--- src/rtl/game_state_manager.sv ---
// Frame-rate game supervisor: gathers per-pixel collision strobes into sticky
// per-frame flags, commits them on startOfFrame and runs the game-phase FSM.
module game_state_manager #(
  parameter int unsigned INIT_LIVES       = 3,
  parameter int unsigned POINTS_PER_ALIEN = 10,
  parameter int unsigned SCORE_MAX        = 9999,
  parameter int unsigned NUM_ALIENS       = 40,
  parameter int unsigned FREEZE_FRAMES    = 60
) (
  input  logic        clk,
  input  logic        resetN,
  input  logic        startOfFrame,
  input  logic        startGame,
  input  logic        alienHit,
  input  logic        playerHitByAlienPulse,
  input  logic [2:0]  playerHitByRocket,
  input  logic        aliensReachedBorder,
  output logic [2:0]  gameState,
  output logic [1:0]  lives,
  output logic [13:0] score,
  output logic [5:0]  kills,
  output logic        freeze,
  output logic        newGamePulse,
  output logic        playerHitPulse,
  output logic        alienKillPulse
);

  typedef enum logic [2:0] {
    ST_IDLE       = 3'd0,
    ST_PLAY       = 3'd1,
    ST_HIT_FREEZE = 3'd2,
    ST_GAME_OVER  = 3'd3,
    ST_WIN        = 3'd4
  } state_t;

  state_t      state_r;
  logic        kill_f_r;
  logic        hit_f_r;
  logic        border_f_r;
  logic [7:0]  freeze_cnt_r;
  logic        hit_ev_s;
  logic [5:0]  kills_next_s;
  logic [13:0] score_next_s;

  function automatic logic [13:0] sat_add_score(input logic [13:0] base);
    logic [14:0] sum;
    sum = {1'b0, base} + 15'(POINTS_PER_ALIEN);
    if (sum > 15'(SCORE_MAX)) begin
      sat_add_score = 14'(SCORE_MAX);
    end else begin
      sat_add_score = sum[13:0];
    end
  endfunction

  assign gameState = state_r;

  // Score and kill values that committing this frame's kill flag would produce.
  always_comb begin
    hit_ev_s     = playerHitByAlienPulse | (|playerHitByRocket);
    kills_next_s = kills;
    score_next_s = score;
    if (kill_f_r) begin
      score_next_s = sat_add_score(score);
      if (kills < 6'(NUM_ALIENS)) begin
        kills_next_s = kills + 6'd1;
      end else begin
        kills_next_s = kills;
      end
    end else begin
      score_next_s = score;
    end
  end

  // Game-phase FSM, sticky frame flags and all registered outputs.
  always_ff @(posedge clk) begin
    if (!resetN) begin
      state_r        <= ST_IDLE;
      lives          <= 2'(INIT_LIVES);
      score          <= 14'd0;
      kills          <= 6'd0;
      freeze_cnt_r   <= 8'd0;
      kill_f_r       <= 1'b0;
      hit_f_r        <= 1'b0;
      border_f_r     <= 1'b0;
      freeze         <= 1'b1;
      newGamePulse   <= 1'b0;
      playerHitPulse <= 1'b0;
      alienKillPulse <= 1'b0;
    end else begin
      newGamePulse   <= 1'b0;
      playerHitPulse <= 1'b0;
      alienKillPulse <= 1'b0;
      // Flags only live while playing; every other phase discards events.
      if (state_r != ST_PLAY) begin
        kill_f_r   <= 1'b0;
        hit_f_r    <= 1'b0;
        border_f_r <= 1'b0;
      end
      case (state_r)
        ST_IDLE: begin
          if (startGame) begin
            state_r      <= ST_PLAY;
            lives        <= 2'(INIT_LIVES);
            score        <= 14'd0;
            kills        <= 6'd0;
            freeze       <= 1'b0;
            newGamePulse <= 1'b1;
          end
        end
        ST_PLAY: begin
          if (startOfFrame) begin
            // Same-cycle events open the next frame's flags rather than being lost.
            kill_f_r   <= alienHit;
            hit_f_r    <= hit_ev_s;
            border_f_r <= aliensReachedBorder;
            if (border_f_r) begin
              state_r <= ST_GAME_OVER;
              lives   <= 2'd0;
              freeze  <= 1'b1;
            end else begin
              score          <= score_next_s;
              kills          <= kills_next_s;
              alienKillPulse <= kill_f_r;
              if (hit_f_r) begin
                playerHitPulse <= 1'b1;
                freeze         <= 1'b1;
                if (lives <= 2'd1) begin
                  state_r <= ST_GAME_OVER;
                  lives   <= 2'd0;
                end else begin
                  state_r      <= ST_HIT_FREEZE;
                  lives        <= lives - 2'd1;
                  freeze_cnt_r <= 8'(FREEZE_FRAMES);
                end
              end else if (kills_next_s == 6'(NUM_ALIENS)) begin
                state_r <= ST_WIN;
                freeze  <= 1'b1;
              end else begin
                state_r <= ST_PLAY;
              end
            end
          end else begin
            kill_f_r   <= kill_f_r | alienHit;
            hit_f_r    <= hit_f_r | hit_ev_s;
            border_f_r <= border_f_r | aliensReachedBorder;
          end
        end
        ST_HIT_FREEZE: begin
          if (startOfFrame) begin
            if (freeze_cnt_r <= 8'd1) begin
              state_r      <= ST_PLAY;
              freeze_cnt_r <= 8'd0;
              freeze       <= 1'b0;
            end else begin
              freeze_cnt_r <= freeze_cnt_r - 8'd1;
            end
          end
        end
        ST_GAME_OVER, ST_WIN: begin
          if (startGame) begin
            state_r <= ST_IDLE;
          end
        end
        default: begin
          state_r <= ST_IDLE;
          freeze  <= 1'b1;
        end
      endcase
    end
  end

endmodule
--- config.mk ---
export PLATFORM = sky130hd
export DESIGN_NAME = game_state_manager
export DESIGN_NICKNAME = d
export VERILOG_FILES = /design/src/rtl/game_state_manager.sv
export SDC_FILE = /design/constraint.sdc
export NUM_CORES = 1
export LEC_CHECK = 0
export CAP_MARGIN = 30
export CORE_MARGIN = 2
export CORE_UTILIZATION = 56
export CTS_BUF_LIST = sky130_fd_sc_hd__clkbuf_2 sky130_fd_sc_hd__clkbuf_4 sky130_fd_sc_hd__clkbuf_8
export DETAILED_ROUTE_END_ITERATION = 7
export PLACE_DENSITY_LB_ADDON = 0.15
export SYNTH_ARGS = -nofsm -noshare
export SYNTH_HDL_FRONTEND = slang
export SYNTH_SLANG_ARGS = --single-unit
--- constraint.sdc ---
create_clock -name clk -period 2.7 [get_ports clk]
set_input_delay 0.54 -clock clk [delete_from_list [all_inputs] [get_ports clk]]
set_output_delay 0.54 -clock clk [all_outputs]
set_load 0.05 [all_outputs]
==> results of run 1 <==
==> cell usage in the layout, fill, tap and decap left out, types with 7 or more instances in the layout <==
master,n
dfxtp_1,40
buf_4,18
nor3_1,17
o21ai_0,15
nor2_1,33
nor2b_1,9
o211ai_1,8
o21ai_1,11
a21oi_1,23
nand2_1,31
clkbuf_8,7
inv_1,10
clkdlybuf4s50_1,38
nand3_1,14
==> power breakdown <==
part           switching, mW  internal [mW]  leakage (nW)  total (mW)
sequential            0.0440          0.623         0.325       0.667
clock                  0.203          0.326        0.0645       0.529
combinational          0.271          0.168         0.769       0.438
total                  0.518           1.12          1.16        1.63
==> through the flow <==
| stage | setup slack (ps) | utilization | hold WS (ps) |
|---|---|---|---|
| after floorplan | 71.61 | - | 470.1 |
| after global placement | 117.7 | 0.6730 | 501.2 |
| after detailed placement | 51.39 | 0.6730 | 507.5 |
| after CTS | 32.51 | 0.7001 | 518.5 |
| after global routing | -1.717 | 0.7023 | 545.4 |
| final | 147.8 | 0.7023 | 515.3 |
==> how the worst min path moves through the flow <==
stage | cells past startpoint | endpoint | start
finish | 2 | freeze_cnt_r[1] | freeze_cnt_r[1]
global route | 2 | freeze_cnt_r[1] | freeze_cnt_r[1]
CTS | 2 | freeze_cnt_r[1] | freeze_cnt_r[1]
detailed placement | 2 | freeze_cnt_r[1] | freeze_cnt_r[1]
global placement | 2 | freeze_cnt_r[7] | freeze_cnt_r[7]
floorplan | 2 | hit_f_r | hit_f_r
==> flip-flops by register name, summed over array words and instances (netlist names) <==
name,flops
hit_f_r,1
freeze_cnt_r,8
lives,2
border_f_r,1
alienKillPulse,1
playerHitPulse,1
gameState,3
newGamePulse,1
kill_f_r,1
kills,6
score,14
freeze,1
==> cells in the mapped netlist, types with 3 or more instances <==
cell type | count | area share
or4_1 | 3 | 0.0085
a22oi_1 | 4 | 0.011
buf_2 | 9 | 0.017
nor2_1 | 34 | 0.048
nor2b_1 | 9 | 0.021
and3_1 | 4 | 0.0094
ha_1 | 5 | 0.023
a211oi_1 | 6 | 0.017
nand2_1 | 31 | 0.044
nand4b_1 | 4 | 0.013
xnor2_1 | 4 | 0.013
nor3b_1 | 3 | 0.0085
o21ai_0 | 15 | 0.028
and2_1 | 3 | 0.0070
clkbuf_1 | 17 | 0.024
nor3_1 | 17 | 0.032
a21oi_1 | 23 | 0.043
and4_1 | 3 | 0.0099
dfxtp_1 | 40 | 0.30
a32o_1 | 3 | 0.011
o21a_1 | 3 | 0.0085
nand3_1 | 14 | 0.026
o211ai_1 | 8 | 0.023
a31oi_1 | 3 | 0.0070
a21o_1 | 4 | 0.011
a31o_1 | 4 | 0.013
o31ai_1 | 3 | 0.0085
or3_1 | 6 | 0.014
inv_1 | 10 | 0.014
o21ai_1 | 11 | 0.021
nand4_1 | 5 | 0.012
nor4_1 | 5 | 0.012
==> tightest hold or removal path: stages (launching register included) <==
cell,delay [ps]
dfxtp_1,330
nor2_1,100
a211oi_1,40
==> per-layer routing <==
metal | part of all wire | track usage | vias to the layer above
li1 | - | - | 1396
met1 | 0.44 | 0.4024 | 1320
met2 | 0.46 | 0.4293 | 140
met3 | 0.084 | 0.05801 | 26
met4 | 0.022 | 0.1029 | 0
met5 | 0 | 0 | -
==> logic make-up (layout without fill, tap and decap cells) <==
group,count (synthesis),count (layout),share of synthesized area
multiplexers,2,2,0.007519
XOR/XNOR,4,4,0.01316
AND/OR/NAND/NOR,153,153,0.3050
buffers and inverters,37,75,0.05639
flip-flops,40,40,0.3008
AO/OA/AOI/OAI,112,112,0.2937
adder cells (fa/ha/maj),5,5,0.02350
==> area by class of cell <==
class / instances / area [µm²]
clock buffers: 7 / 96.34
clock inverters: 1 / 30.03
fillers: 391 / 1388
inverters: 11 / 41.29
multi-input cells: 276 / 1722
flip-flops and latches: 40 / 800.8
well taps: 54 / 67.56
repair buffers: 56 / 515.5
==> flow_summary.json, run 1 <==
{
  "hold_class": "reg -> reg",
  "slew_violations": 0,
  "syn_to_final_growth_pct": 22.93,
  "io_buffers": 38,
  "avgRoutedWirePerCell_um": 15.95,
  "synth_area_um2": 2663,
  "num_rows": 25,
  "htree_levels": 2,
  "design_area_um2": 3273,
  "r2r_end": "score[4]",
  "crit_path_start_kind": "flip-flop",
  "post_cts_resize_count": 0,
  "crit_type": "reg -> reg",
  "post-route-period-util": 0.9453,
  "r2r_slack_ps": 150,
  "via_per_inst": 6.476,
  "tns_ps": 0,
  "ys_warn_count": 0,
  "fin_nets": 405,
  "antenna-diode-count": 0,
  "grt_max_degree": 26,
  "start_util": 0.5713,
  "clock-root-buffer": "clkbuf_8",
  "power_mw": 1.635,
  "skew_ps": 7.155,
  "path_buf_inv": 0,
  "gr-total-overflow": 0,
  "postPlaceCellArea_um2": 3137,
  "layout-drive-gt1-share": 0.09719,
  "synth_nets": 368,
  "cp-endpoint": "score[4]",
  "dpl.hpwl_um": 5207,
  "slew_headroom": 0.5544,
  "ys_ff_latch": 40,
  "max_stage_delay_ps": 580,
  "critPathLaunch": "score[2]",
  "cts.path.max_buffers": 2,
  "ys.flop_type": "dfxtp_1",
  "cp_max_fo": 10,
  "cts_tree": "built",
  "worstPathCellList": "ha_2 -> nand4b_1 -> a2111oi_0 -> or2_2 -> o2111ai_4 -> o31a_1 -> o21ai_1 -> a32o_1",
  "drt-initial-drc-count": 284,
  "setup_viol": 0,
  "die_x_um": 72.96,
  "numClockSinks": 40,
  "grt_usage": 0.2847,
  "critPathSlowestCell": "a2111oi_0",
  "vias": 2882,
  "ys_async_sr_fraction": 0,
  "r2r-start": "score[2]",
  "min_period_ps": 2552,
  "drtPass1Iterations": 5,
  "yosysSeqAreaShare": 0.3008,
  "status": "finished clean",
  "cp.arrival_ps": 2790,
  "place_congestion": 0.9268,
  "maxCapViolCount": 0,
  "placed_cells": 437,
  "drc": 0,
  "clock.fmax_mhz": 391.8,
  "ir_drop_mv": 0.5314,
  "synth_area_per_cell_um2": 7.543,
  "antenna_left": 0,
  "yosysUniqueCellTypes": 64,
  "hold_viol": 0,
  "rr_worst_depth": 8,
  "final_cells": 445,
  "p_leak_nw": 1.159,
  "pin_count": 39,
  "p_per_area_nw_per_um2": 499.5,
  "cp.required_ps": 2940,
  "grt_pass1_wl_um": 11950,
  "fp.dieH_um": 72.96,
  "cp_num_cells": 8,
  "crit_path_end_kind": "flip-flop",
  "worst_skew_pair.late_latency_ps": 290,
  "synth-edff-count": 0,
  "wirelength_um": 7098,
  "first_global_vias": 2519,
  "cts_setup_buffers": 0,
  "cts_hold_buf": 0,
  "tightestPinTransition_ps": 664.0,
  "critPathTopFamily": "compound AO/OA/AOI/OAI gates",
  "grt_antenna_before_repair": 0,
  "dieArea_um2": 5322,
  "coreArea_um2": 4661,
  "cts_buffers": 5,
  "synthCells": 353,
  "path_clk_slew_ps": 80
}
No activity file was read; power rests on OpenSTA's default activity.
==> run 2, diff against run 1 <==
- CORE_UTILIZATION: 56 -> 55
- CTS_BUF_LIST: sky130_fd_sc_hd__clkbuf_2 sky130_fd_sc_hd__clkbuf_4 sky130_fd_sc_hd__clkbuf_8 -> unset
==> run 2 against run 1 <==
Effect of this change:
- die area increased by 1.7%
- register-to-register slack improved by 60 ps
- global-route usage increased by 0.11 points
- highest routed layer unchanged
- sequential power about the same
- critical path type unchanged
- via count increased by 0.21%
- sequential share of layout area decreased by 0.49 points
- final cell count increased by 1.1%
- hold slack improved by 14 ps
- clock-buffer cell count decreased by 2
- first-iteration DRC count decreased by 9.5%
- fmax increased by 2.4%
==> flow_summary.json, run 2 (synthesis results as in run 1) <==
{
  "grt_usage": 0.2858,
  "setup_viol": 0,
  "hold_class": "reg -> reg",
  "die_x_um": 73.58,
  "clock-root-buffer": "clkbuf_8",
  "regMostFlops": "score",
  "cp_max_fo": 9,
  "drtPass1Iterations": 5,
  "via_per_inst": 6.418,
  "cts.path.max_buffers": 2,
  "slew_headroom": 0.5587,
  "worstPathCellList": "ha_1 -> buf_4 -> o211ai_1 -> nand3_1 -> o211ai_1 -> a22oi_1 -> nor2_1 -> buf_4 -> o21ai_1 -> a32o_1",
  "antenna-diode-count": 0,
  "drc": 0,
  "grt_setup_unrepaired": "no",
  "postPlaceCellArea_um2": 3174,
  "grt_pass1_wl_um": 12050,
  "cts_hold_buf": 0,
  "maxCapViolCount": 0,
  "regArea_um2": 800.8,
  "layout_commonest_cell": "dfxtp_1",
  "fillers": 376,
  "io_buffers": 38,
  "fp.dieH_um": 73.58,
  "min_period_ps": 2492,
  "fin_nets": 410,
  "multi_input_area_um2": 1718,
  "mostFrequentLayoutCells": "dfxtp_1 (40), clkdlybuf4s50_1 (38), nor2_1 (34), nand2_1 (31)",
  "wirelength_um": 7331,
  "numClockSinks": 40,
  "critPathSlowestCell": "dfxtp_1",
  "worst_skew_pair.late_latency_ps": 300,
  "num_rows": 25,
  "status": "finished clean",
  "path_clk_slew_ps": 80,
  "largest_register_ffs": 14,
  "gr-total-overflow": 0,
  "cp.arrival_ps": 2690,
  "place_congestion": 0.9452,
  "dp_slack_ps": 147.2,
  "htree_levels": 2,
  "p_per_area_nw_per_um2": 536.1,
  "utilization": 0.7117,
  "grt_antenna_before_repair": 0,
  "tns_ps": 0,
  "crit_path_end_kind": "flip-flop",
  "antenna_left": 0,
  "cts_buffers": 5,
  "crit_type": "reg -> reg",
  "critPathTopFamily": "compound AO/OA/AOI/OAI gates",
  "coreArea_um2": 4692,
  "first_global_vias": 2608,
  "clock.fmax_mhz": 401.3,
  "dieArea_um2": 5413,
  "hold_viol": 0,
  "slew_violations": 0,
  "p_leak_nw": 1.202,
  "worst_hold_slack_ps": 529.3,
  "final_cells": 450,
  "setup_ws_ps": 208.0,
  "max_stage_delay_ps": 360,
  "reg_top3": "score x14, freeze_cnt_r x8, kills x6",
  "power_mw": 1.790,
  "ir_drop_mv": 0.4039,
  "cts_tree": "built",
  "vias": 2888,
  "start_util": 0.5675,
  "layout-drive-gt1-share": 0.1035,
  "grt_max_degree": 26,
  "pin_count": 39,
  "path_buf_inv": 2,
  "syn_to_final_growth_pct": 25.42,
  "post-route-period-util": 0.9230,
  "avgRoutedWirePerCell_um": 16.29,
  "skew_ps": 5.975,
  "cts_setup_buffers": 0,
  "tightestPinTransition_ps": 657.6,
  "crit_path_start_kind": "flip-flop",
  "placed_cells": 442,
  "dpl.hpwl_um": 5241,
  "cp.required_ps": 2890,
  "drt-initial-drc-count": 257,
  "design_area_um2": 3339,
  "r2r_slack_ps": 210
}
run 2: path summary, 6_finish.rpt:
kind	from	to	cells past startpoint
max	score[2]	score[11]	10
max reg2reg	score[2]	score[11]	10
min	freeze_cnt_r[7]	freeze_cnt_r[7]	2
min reg2reg	freeze_cnt_r[7]	freeze_cnt_r[7]	2
run 2: report_power, final:
part	internal, mW	leakage [nW]	switching, mW	total, mW
logic	0.170	0.798	0.272	0.442
clock network	0.462	0.0784	0.218	0.680
registers	0.623	0.325	0.0455	0.668
run 2: per-layer routing:
layer  wire (µm)  global-route usage  up-vias
met1        3326              0.3944     1333
met4         129             0.08889        0
met5           0                   0        -
met2        3312              0.4435      128
li1            -                   -     1411
met3         562             0.06310       16
run 2: cell type report:
type | instances | share of cell area
flip-flops and latches | 40 | 0.2398
multi-input cells | 276 | 0.5144
clock buffers | 5 | 0.02061
well taps | 54 | 0.02023
inverters | 11 | 0.01236
repair buffers | 61 | 0.1656
clock inverters | 3 | 0.02698
run 2: timing repair:
item / in CTS / in global routing
endpoints found under the hold margin: 0 / 0
gates resized for setup: 0 / 2
endpoints found under the setup margin: 0 / 3
run 2: tightest hold or removal path: cells and delay by family, from the launching register on:
kind	cells	cell delay [ps]
XOR/XNOR	1	80
flip-flops	1	350
AND/OR/NAND/NOR	1	70
==> run 3, diff against run 2 <==
- CELL_PAD_IN_SITES_DETAIL_PLACEMENT: unset -> 1
- CELL_PAD_IN_SITES_GLOBAL_PLACEMENT: unset -> 2
- CORE_UTILIZATION: 55 -> 31
- MAX_ROUTING_LAYER: unset -> met4
==> run 3 against run 2 <==
Effect of this change:
- clock skew is 1.4 ps lower
- sequential power is essentially flat
- sequential share of layout area hardly changed
- utilization shrank 31 points
- critical path type unchanged
- critical endpoint is now score[4]
- final cell count increased by 12%
- wire length rose by 21%
- via count shrank 1.2%
- register-to-register slack got worse by 110 ps
- first-iteration DRC count decreased by 65%
- clock power is 37% lower
- flip-flop and latch count is the same
- highest routed layer unchanged
- critical path depth is 3 lower
==> flow_summary.json, run 3 (synthesis results as in run 1) <==
{
  "min_period_ps": 2604,
  "status": "finished clean",
  "cts_tree": "built",
  "htree_levels": 2,
  "cts_buffers": 5,
  "post_cts_resize_count": 0,
  "coreArea_um2": 8258,
  "reg_top3": "score x14, freeze_cnt_r x8, kills x6",
  "busiest_layer": "met2",
  "numClockSinks": 40,
  "ir_drop_mv": 0.2531,
  "skew_ps": 4.593,
  "post-route-period-util": 0.9644,
  "place_congestion": 0.8205,
  "grt_pass1_wl_um": 14690,
  "fin_nets": 411,
  "power_mw": 1.570,
  "slew_headroom": 0.5299,
  "cp.arrival_ps": 2830,
  "max_stage_delay_ps": 510,
  "layout-drive-gt1-share": 0.1083,
  "avgRoutedWirePerCell_um": 17.64,
  "clockPowerShare": 0.272,
  "maxCapViolCount": 0,
  "drtPass1Iterations": 4,
  "regMostFlops": "score",
  "antenna-diode-count": 0,
  "pwr-share-comb": 0.302,
  "wirelength_um": 8854,
  "worst_skew_pair.late_latency_ps": 290,
  "first_global_vias": 2882,
  "path_clk_slew_ps": 80,
  "die_x_um": 96.68,
  "crit_path_start_kind": "flip-flop",
  "mostFrequentLayoutCells": "dfxtp_1 (39), clkdlybuf4s50_1 (38), nor2_1 (34), nand2_1 (31), buf_4 (24)",
  "via_per_inst": 5.685,
  "dp_slack_ps": 121.0,
  "dpl.hpwl_um": 6614,
  "utilization": 0.4050,
  "clock.fmax_mhz": 384.0,
  "crit_path_end_kind": "flip-flop",
  "drt-initial-drc-count": 91,
  "tightestPinTransition_ps": 700.5,
  "antenna_left": 0,
  "hold_viol": 0,
  "power_switching_uw": 557.4,
  "largest_register_ffs": 14,
  "drc": 0,
  "fillers": 1033,
  "setup_ws_ps": 96.13,
  "hold_class": "reg -> reg",
  "syn_to_final_growth_pct": 25.61,
  "start_util": 0.3224,
  "regArea_um2": 802.0,
  "fp.dieH_um": 96.68,
  "grt_usage": 0.1933,
  "seqPwrFrac": 0.426,
  "p_per_area_nw_per_um2": 469.5,
  "pin_count": 39,
  "cts.path.max_buffers": 2,
  "grt_util_met1": 0.2679,
  "layout_commonest_cell": "dfxtp_1",
  "setup_viol": 0,
  "vias": 2854,
  "sw_frac_of_total": 0.3550,
  "cts_setup_buffers": 0,
  "p_leak_nw": 1.179,
  "io_buffers": 38,
  "critPathSlowestCell": "a211oi_1",
  "cts_hold_buf": 0,
  "gr-total-overflow": 0,
  "crit_type": "reg -> reg",
  "grt_use_met2": 0.3045,
  "multi_input_area_um2": 1717,
  "worstPathCellList": "ha_1 -> o2111a_1 -> or3_1 -> a22oi_2 -> o2111ai_4 -> a211oi_1 -> a32o_1",
  "slew_violations": 0,
  "num_rows": 33,
  "met3_usage": 0.02312,
  "cp.required_ps": 2930,
  "clock-root-buffer": "clkbuf_8",
  "dieArea_um2": 9346,
  "internal_power_mw": 1.013,
  "grt_max_degree": 18,
  "grt_antenna_before_repair": 0,
  "cp_max_fo": 9
}
[run 3: changes by cell type in the layout (fill, tap and decap cells not counted)]
| cell | previous run | this run |
|---|---|---|
| a211oi_1 | 5 | 6 |
| a211oi_2 | 1 | 0 |
| a21oi_1 | 23 | 22 |
| a21oi_2 | 0 | 1 |
| buf_4 | 23 | 24 |
| bufinv_16 | 3 | 0 |
| clkbuf_8 | 5 | 6 |
| clkinv_2 | 0 | 2 |
| dfxtp_1 | 40 | 39 |
| dfxtp_2 | 0 | 1 |
[run 3: final timing paths]
| path | startpoint | to | slack, ps | cells past startpoint |
|---|---|---|---|---|
| setup reg to reg | score[1] | score[4] | 100 | 7 |
| setup / recovery | score[1] | score[4] | 100 | 7 |
| hold reg to reg | score[0] | score[0] | 520 | 1 |
| hold / removal | score[0] | score[0] | 520 | 1 |
[run 3: worst max-delay path: cells and delay by family, from the launching register on]
family	cells	cell delay (ps)
AO/OA/AOI/OAI	5	1570
flip-flops	1	370
AND/OR/NAND/NOR	1	350
adder cells (fa/ha/maj)	1	260
[run 3: area by class of cell]
cell class | count | area share
repair buffers | 62 | 0.1676
flip-flops and latches | 40 | 0.2398
multi-input cells | 276 | 0.5133
clock buffers | 6 | 0.02469
clock inverters | 2 | 0.002993
well taps | 105 | 0.03928
inverters | 11 | 0.01235
[run 3: routing by layer]
metal	share of wire	routed length (µm)	vias up
met5	0	0	-
met4	0.0060	53	0
met3	0.027	242	6
met2	0.47	4166	44
met1	0.50	4392	1401
li1	-	-	1403
[run 3: per-stage QoR]
stage | instance area (µm²) | std cells | setup TNS [ps] | hold slack [ps]
after floorplan | 2663 | 353 | 0 | 470.1
after global placement | 3246 | 494 | 0 | 496.5
after detailed placement | 3246 | 494 | 0 | 503.0
after CTS | 3338 | 502 | 0 | 519.1
after global routing | 3344 | 502 | -0.1348 | 550.1
final | 3344 | 502 | 0 | 518.6
[run 3: power by group through the flow]
| stage | Combinational [mW] | Clock [mW] | Sequential [mW] |
|---|---|---|---|
| after floorplan | 0.258 | 0 | 0.722 |
| after global placement | 0.467 | 0 | 0.680 |
| after detailed placement | 0.475 | 0 | 0.681 |
| after CTS | 0.477 | 0.439 | 0.668 |
| after global routing | 0.522 | 0.471 | 0.675 |
| final | 0.475 | 0.427 | 0.668 |
